$ cat config.mk
export PLATFORM = sky130hd
export DESIGN_NAME = ahb_to_apb_bridge_flat
export DESIGN_NICKNAME = d
export VERILOG_FILES = /design/src/rtl/ahb_to_apb_bridge_pkg.sv /design/src/rtl/ahb_to_apb_bridge_if.sv /design/src/rtl/ahb_to_apb_bridge.sv /design/src/flat_wrapper.sv
export SDC_FILE = /design/constraint.sdc
export NUM_CORES = 1
export LEC_CHECK = 0
export CAP_MARGIN = 20
export CORE_MARGIN = 2
export CORE_UTILIZATION = 40
export DETAILED_ROUTE_END_ITERATION = 10
export PLACE_DENSITY_LB_ADDON = 0.2
export RECOVER_POWER = 50
export SLEW_MARGIN = 20
export SYNTH_ARGS = -nofsm -noshare
export SYNTH_HDL_FRONTEND = slang
export SYNTH_SLANG_ARGS = --single-unit
$ cat constraint.sdc
create_clock -name hclk -period 2.4 [get_ports hclk]
set_clock_uncertainty 0.15 [all_clocks]
set_input_delay 0.48 -clock hclk [delete_from_list [all_inputs] [get_ports hclk]]
set_output_delay 0.48 -clock hclk [all_outputs]
set_load 0.01 [all_outputs]
$ cat src/rtl/ahb_to_apb_bridge_pkg.sv
// ahb_apb_pkg: shared AHB transfer/response encodings and bridge FSM states
package ahb_apb_pkg;
  localparam logic [1:0] HTRANS_IDLE   = 2'b00;
  localparam logic [1:0] HTRANS_BUSY   = 2'b01;
  localparam logic [1:0] HTRANS_NONSEQ = 2'b10;
  localparam logic [1:0] HTRANS_SEQ    = 2'b11;
  localparam logic       HRESP_OKAY    = 1'b0;
  typedef enum logic [2:0] {
    IDLE,
    W_WAIT,
    W_SETUP,
    W_ENABLE,
    R_SETUP,
    R_ENABLE
  } bridge_state_t;
endpackage

$ cat src/rtl/ahb_to_apb_bridge_if.sv
// reg_if: AHB-Lite slave side and APB master side of the bridge, clocked by hclk
interface reg_if #(
  parameter int ADDR_WIDTH = 32,
  parameter int DATA_WIDTH = 32
) (
  input logic hclk
);
  logic                  hselapb;
  logic                  hwrite;
  logic [ADDR_WIDTH-1:0] haddr;
  logic [DATA_WIDTH-1:0] hwdata;
  logic [DATA_WIDTH-1:0] prdata;
  logic [1:0]            htrans;
  logic                  hresp;
  logic                  hready;
  logic [DATA_WIDTH-1:0] hrdata;
  logic                  psel;
  logic                  penable;
  logic                  pwrite;
  logic [ADDR_WIDTH-1:0] paddr;
  logic [DATA_WIDTH-1:0] pwdata;
  modport master (
    input  hclk, hresp, hready, hrdata, psel, penable, pwrite, paddr, pwdata,
    output hselapb, hwrite, haddr, hwdata, prdata, htrans
  );
  modport slave (
    input  hclk, hselapb, hwrite, haddr, hwdata, prdata, htrans,
    output hresp, hready, hrdata, psel, penable, pwrite, paddr, pwdata
  );
endinterface

$ cat src/rtl/ahb_to_apb_bridge.sv
// ahb_to_apb_bridge: non-pipelined AHB-Lite slave that turns each accepted transfer
// into one zero-wait APB SETUP/ENABLE access, stalling AHB via hready meanwhile
module ahb_to_apb_bridge
  import ahb_apb_pkg::*;
#(
  parameter int ADDR_WIDTH = 32,
  parameter int DATA_WIDTH = 32
) (
  input logic  hclk,
  input logic  hresetn,
  reg_if.slave bus
);
  bridge_state_t         state, next;
  logic [ADDR_WIDTH-1:0] paddr_q;
  logic [DATA_WIDTH-1:0] pwdata_q;
  logic [DATA_WIDTH-1:0] hrdata_q;
  logic                  pwrite_q;
  logic                  valid;
  // an X select evaluates false in the if tests below, so the FSM stays in IDLE
  assign valid = bus.hselapb & (bus.htrans == HTRANS_NONSEQ || bus.htrans == HTRANS_SEQ);
  always_ff @(posedge hclk or negedge hresetn) begin
    if (!hresetn) state <= IDLE;
    else          state <= next;
  end
  always_comb begin
    next = IDLE;
    case (state)
      IDLE:    if (valid) next = bus.hwrite ? W_WAIT : R_SETUP;
      W_WAIT:  next = W_SETUP;
      W_SETUP: next = W_ENABLE;
      R_SETUP: next = R_ENABLE;
      default: next = IDLE;
    endcase
  end
  always_comb begin
    bus.hready  = state == IDLE;
    bus.psel    = state != IDLE && state != W_WAIT;
    bus.penable = state == W_ENABLE || state == R_ENABLE;
    bus.hresp   = HRESP_OKAY;
    bus.pwrite  = pwrite_q;
    bus.paddr   = paddr_q;
    bus.pwdata  = pwdata_q;
    bus.hrdata  = hrdata_q;
  end
  always_ff @(posedge hclk or negedge hresetn) begin
    if (!hresetn) begin
      paddr_q  <= '0;
      pwrite_q <= 1'b0;
      pwdata_q <= '0;
      hrdata_q <= '0;
    end else begin
      if (state == IDLE && valid) begin
        paddr_q  <= bus.haddr;
        pwrite_q <= bus.hwrite;
      end
      if (state == W_WAIT) pwdata_q <= bus.hwdata;
      if (state == R_ENABLE) hrdata_q <= bus.prdata;
    end
  end
endmodule

$ cat src/flat_wrapper.sv
// flat-port wrapper written by rule: the top's interface ports become plain ports
module ahb_to_apb_bridge_flat import ahb_apb_pkg::*;
#(
  parameter int ADDR_WIDTH = 32,
  parameter int DATA_WIDTH = 32
)
  (hclk, hresetn, bus_hselapb, bus_hwrite, bus_haddr, bus_hwdata, bus_prdata, bus_htrans, bus_hresp, bus_hready, bus_hrdata, bus_psel, bus_penable, bus_pwrite, bus_paddr, bus_pwdata);
  reg_if #(.ADDR_WIDTH(ADDR_WIDTH), .DATA_WIDTH(DATA_WIDTH)) bus_i (.hclk(hclk));
  input logic hclk;
  input logic hresetn;
  input wire logic [$bits(bus_i.hselapb)-1:0] bus_hselapb;
  input wire logic [$bits(bus_i.hwrite)-1:0] bus_hwrite;
  input wire logic [$bits(bus_i.haddr)-1:0] bus_haddr;
  input wire logic [$bits(bus_i.hwdata)-1:0] bus_hwdata;
  input wire logic [$bits(bus_i.prdata)-1:0] bus_prdata;
  input wire logic [$bits(bus_i.htrans)-1:0] bus_htrans;
  output wire logic [$bits(bus_i.hresp)-1:0] bus_hresp;
  output wire logic [$bits(bus_i.hready)-1:0] bus_hready;
  output wire logic [$bits(bus_i.hrdata)-1:0] bus_hrdata;
  output wire logic [$bits(bus_i.psel)-1:0] bus_psel;
  output wire logic [$bits(bus_i.penable)-1:0] bus_penable;
  output wire logic [$bits(bus_i.pwrite)-1:0] bus_pwrite;
  output wire logic [$bits(bus_i.paddr)-1:0] bus_paddr;
  output wire logic [$bits(bus_i.pwdata)-1:0] bus_pwdata;
  assign bus_i.hselapb = bus_hselapb;
  assign bus_i.hwrite = bus_hwrite;
  assign bus_i.haddr = bus_haddr;
  assign bus_i.hwdata = bus_hwdata;
  assign bus_i.prdata = bus_prdata;
  assign bus_i.htrans = bus_htrans;
  assign bus_hresp = bus_i.hresp;
  assign bus_hready = bus_i.hready;
  assign bus_hrdata = bus_i.hrdata;
  assign bus_psel = bus_i.psel;
  assign bus_penable = bus_i.penable;
  assign bus_pwrite = bus_i.pwrite;
  assign bus_paddr = bus_i.paddr;
  assign bus_pwdata = bus_i.pwdata;
  ahb_to_apb_bridge #(.ADDR_WIDTH(ADDR_WIDTH), .DATA_WIDTH(DATA_WIDTH)) u_core (.hclk(hclk), .hresetn(hresetn), .bus(bus_i));
endmodule
Yosys cells after proc, flatten, opt, wreduce, memory -nomap -nowiden. Index checks and enable logic that the tools add are counted.

Register bits: 100. Output and inout port bits: 101. Word-level logic and storage cells: 23.

Reductions and logical operators: 6. Multiplexer cells: 3. Eq/ne operators: 8. Bitwise operators: 1.

Operators with widths (count): case mux 3 bit (4 select lines) (1); equality test 3 x 2 -> 1 bit (second input constant) (2); equality test 3 bit (second input constant) (2); 2-to-1 mux 3 bit (2); equality test 2 bit (second input constant) (2); equality test 3 x 1 -> 1 bit (second input constant) (1); logical NOT 3 bit (1); != test 3 x 1 -> 1 bit (second input constant) (1); nonzero test 3 bit (1); logical AND 1 bit (2); logical OR 1 bit (2); bitwise AND 1 bit (1).

Logic depth before layout (Yosys ltp).
Depth after elaboration: 5. Mapped depth: 5. Depth with buffers taken out: 3.

Worst setup path after synthesis. No wires, ideal clock.

Kind: register to register. From: register u_core.state[2]. To: register u_core.paddr_q[10], in the netlist u_core.bus.paddr[10]. Setup time: 0.125 ns. Path slack: 0.620 ns. Cell stages (with the launch flop): 6. Clock period less this slack: 1.780 ns. Data arrival time: 1.505 ns. Cells stage by stage: dfrtp_1 nor3_2 and3_1 buf_6 buf_6 mux2_2.

Word-level cells in the longest chain between the ends: 2.

Ends and longest elaborated chain: from (decl) (line ahb_to_apb_bridge.sv:13) `bridge_state_t state, next;`; from (signal assigned) (line ahb_to_apb_bridge.sv:23) `else state <= next;`; logical NOT 3 bit; named net bus_hready (line flat_wrapper.sv:18) `output wire logic [$bits(bus_i.hready)-1:0] bus_hready;`; logical AND 1 bit (line ahb_to_apb_bridge.sv:52) `if (state == IDLE && valid) begin`; to (signal assigned) (line ahb_to_apb_bridge.sv:53) `paddr_q <= bus.haddr;`; to (decl) (line ahb_to_apb_bridge.sv:14) `logic [ADDR_WIDTH-1:0] paddr_q;`.

The timed path passes the listed nets, and every way through them passes these cells. A chain may end at the register's enable or synchronous reset.

Final worst setup path.
From: register u_core.state[2]. To: output bus_hready.

Word-level cells in the longest chain between the ends: 1.

Ends and longest elaborated chain: logical NOT 3 bit (line ahb_to_apb_bridge.sv:36) `bus.hready = state == IDLE;`; to (decl) (line flat_wrapper.sv:18).

No other way between the ends.

==> reports/summary.txt <==
outcome: completed
R2R depth: 4
number of detailed-route iterations in the first pass: 4
number of global-route vias before repair: 2,847
CP max FO: 5
die area: 10,800 µm²
Core Footprint: 9730 µm²
Tcrit/Tclk final: 95.0%
antenna diode count: 0
largest net degree at the start of global routing: 41
Fin. Hold Viols: 0
sum of negative setup slack: 0 ns
Req. time, crit path: 1.77 ns
Reg2Reg Launch Point: u_core.state[2]
synthesized flop and latch total: 100
half-perimeter wire length after placement: 6850 µm
min-delay worst type: register to register
nature of the critical path endpoint: output port
delay-heaviest family, CP: buffers and inverters
IO buf count: 200
Area Overhead vs Synth: 54.4%
total track usage: 17.7%
Critical Path Start: u_core.state[2]
routability cong.: 0.713
Worst Path Class, Setup: register to output port
Mapped Area: 3980 µm²
worst-margin pin slew: 0.761 ns
RSZ-0062 raised after global routing: no
Slew Viols, Final: 0
CTS tree: done
share of post-route cells with drive strength above 1: 21.3%
hold_sp: u_core.bus.hrdata[22]
Die Wd: 104 µm
Worst-path clk slew: 0.09 ns
global-route wire length before repair: 14,900 µm
crit-path cells: nor3_2, clkdlybuf4s50_1
number of antenna violations at the first check in global routing: 0
post-synthesis sequential area ratio: 63.0%
max incr delay on CP: 0.58 ns
syn_nets: 326
Avg Cell Area, Syn: 17.7 µm²
Initial Util: 40.9%
Lkg Pwr: 2.53 nW
Period minus WS final: 2.28 ns
TritonCTS Sinks: 100
io pins: 203
CP bufs+invs: 1
Num CTS Buffers: 9
final antenna-violating net count: 0
fmax: 438 MHz
Netlist cell types: 20
Max-slew headroom: 49.3%
clock latency on the worst-skew pair: 0.36 ns
NumNets Final: 534
Hold Path Depth: 1
wire per inst: 15.9 µm
Clock Path Buffers: 2
commonest non-fill, non-tap cell in the layout: clkdlybuf4s50_1
Ys Warns: 0
Setup crit start kind: register
WP data arrival: 1.65 ns
drt drc: 0
via count: 2,596
Die Ht: 104 µm
postcts setup bufs: 0
commonest cells after routing, fill and taps aside: 199 x clkdlybuf4s50_1, 100 x dfrtp_1, 59 x mux2_2
Final Setup Violations: 0
Site Rows: 36
post-cts resize count: 0
CTS Root Cell: clkbuf_8
htree depth: 3
pwr dens: 1260 nW/µm²
synthesized netlist cell count: 224
Slowest-stage cell, CP: clkdlybuf4s50_1
Max-cap violations: 0
vias per cell: 4.55
final wirelength: 9040 µm
Levels on crit path: 2
VDD IR max: 0.626 mV
Initial DRC Count: 53
GRT overflow: 0
Finished Core Util: 63.1%
## per-stage QoR
stage	worst slack, ns	instances	area, µm²	hold slack [ns]	total power, mW
after floorplan	0.620	224	3980	0.0344	4.79
after global placement	0.322	553	6090	0.277	6.88
after detailed placement	0.293	553	6090	0.280	6.99
after CTS	0.0621	570	6310	0.350	8.13
after global routing	0.0244	570	6140	0.374	8.20
final	0.119	570	6140	0.344	7.75
## synth_stat cells
cell | number | area share [%]
mux2_4 | 36 | 14
mux2_2 | 59 | 17
and3_1 | 1 | 0.16
nor2_1 | 2 | 0.19
or2_2 | 1 | 0.16
buf_12 | 3 | 1.5
xnor2_1 | 2 | 0.44
nand2b_1 | 1 | 0.16
o22ai_1 | 1 | 0.16
inv_2 | 1 | 0.094
nor2_4 | 1 | 0.28
buf_6 | 5 | 1.4
or2_1 | 1 | 0.16
o2bb2ai_1 | 1 | 0.22
mux2_1 | 2 | 0.57
dfrtp_1 | 100 | 63
nor3_2 | 1 | 0.25
conb_1 | 1 | 0.094
nand3_1 | 1 | 0.13
buf_4 | 4 | 0.76
## logic make-up after synthesis
logic type,after synthesis,synth area share (%)
DFF,100,63.0
muxes,97,30.9
buffers and inverters,13,3.78
and+or+nand+nor,9,1.48
AOI/OAI and AO/OA,2,0.378
xor gates and xnor gates,2,0.441
other,1,0.0943
## area by class of cell
class,count,area [µm²]
sequential,100,2500
multi-input combinational,111,1210
clock inverter,3,45.0
inverter,1,3.75
clock buffer,13,159
timing repair buffer,209,2050
fill,803,3590
tap,133,166
## sequential cells by signal, summed over array words and instances (netlist names)
name and cells:
u_core.bus.pwrite 1, u_core.bus.pwdata 32, u_core.bus.paddr 32, u_core.bus.hrdata 32, u_core.state 3
## repair_timing
| item | 4_1_cts | 5_1_grt |
|---|---|---|
| endpoints found under the hold margin | 25 | 0 |
| hold buffers | 1 | 0 |
| endpoints found under the setup margin | 0 | 0 |
## per-layer routing
layer,global-route usage (%),vias to the layer above,share of wire [%]
li1,-,1197,-
met1,21.8,1278,42
met2,28.8,107,49
met3,4.78,14,6.5
met4,8.88,0,2.2
met5,0,-,0
## final timing paths
path,endpoint,slack (ns)
worst min-delay path,u_core.bus.hrdata[22],0.34
min in group asynchronous,u_core.bus.pwdata[5],0.53
max in group asynchronous,u_core.bus.pwdata[8],0.47
worst max register to register,u_core.bus.pwdata[8],0.33
worst max-delay path,bus_hready,0.12
worst min register to register,u_core.bus.hrdata[22],0.34
## where the power goes
part,internal (mW),total [mW],switching (mW)
Combinational,2.37,3.66,1.29
Clock,0.540,1.10,0.559
Sequential,2.54,2.98,0.439
Note: power is estimated with default switching activity, not from simulation.
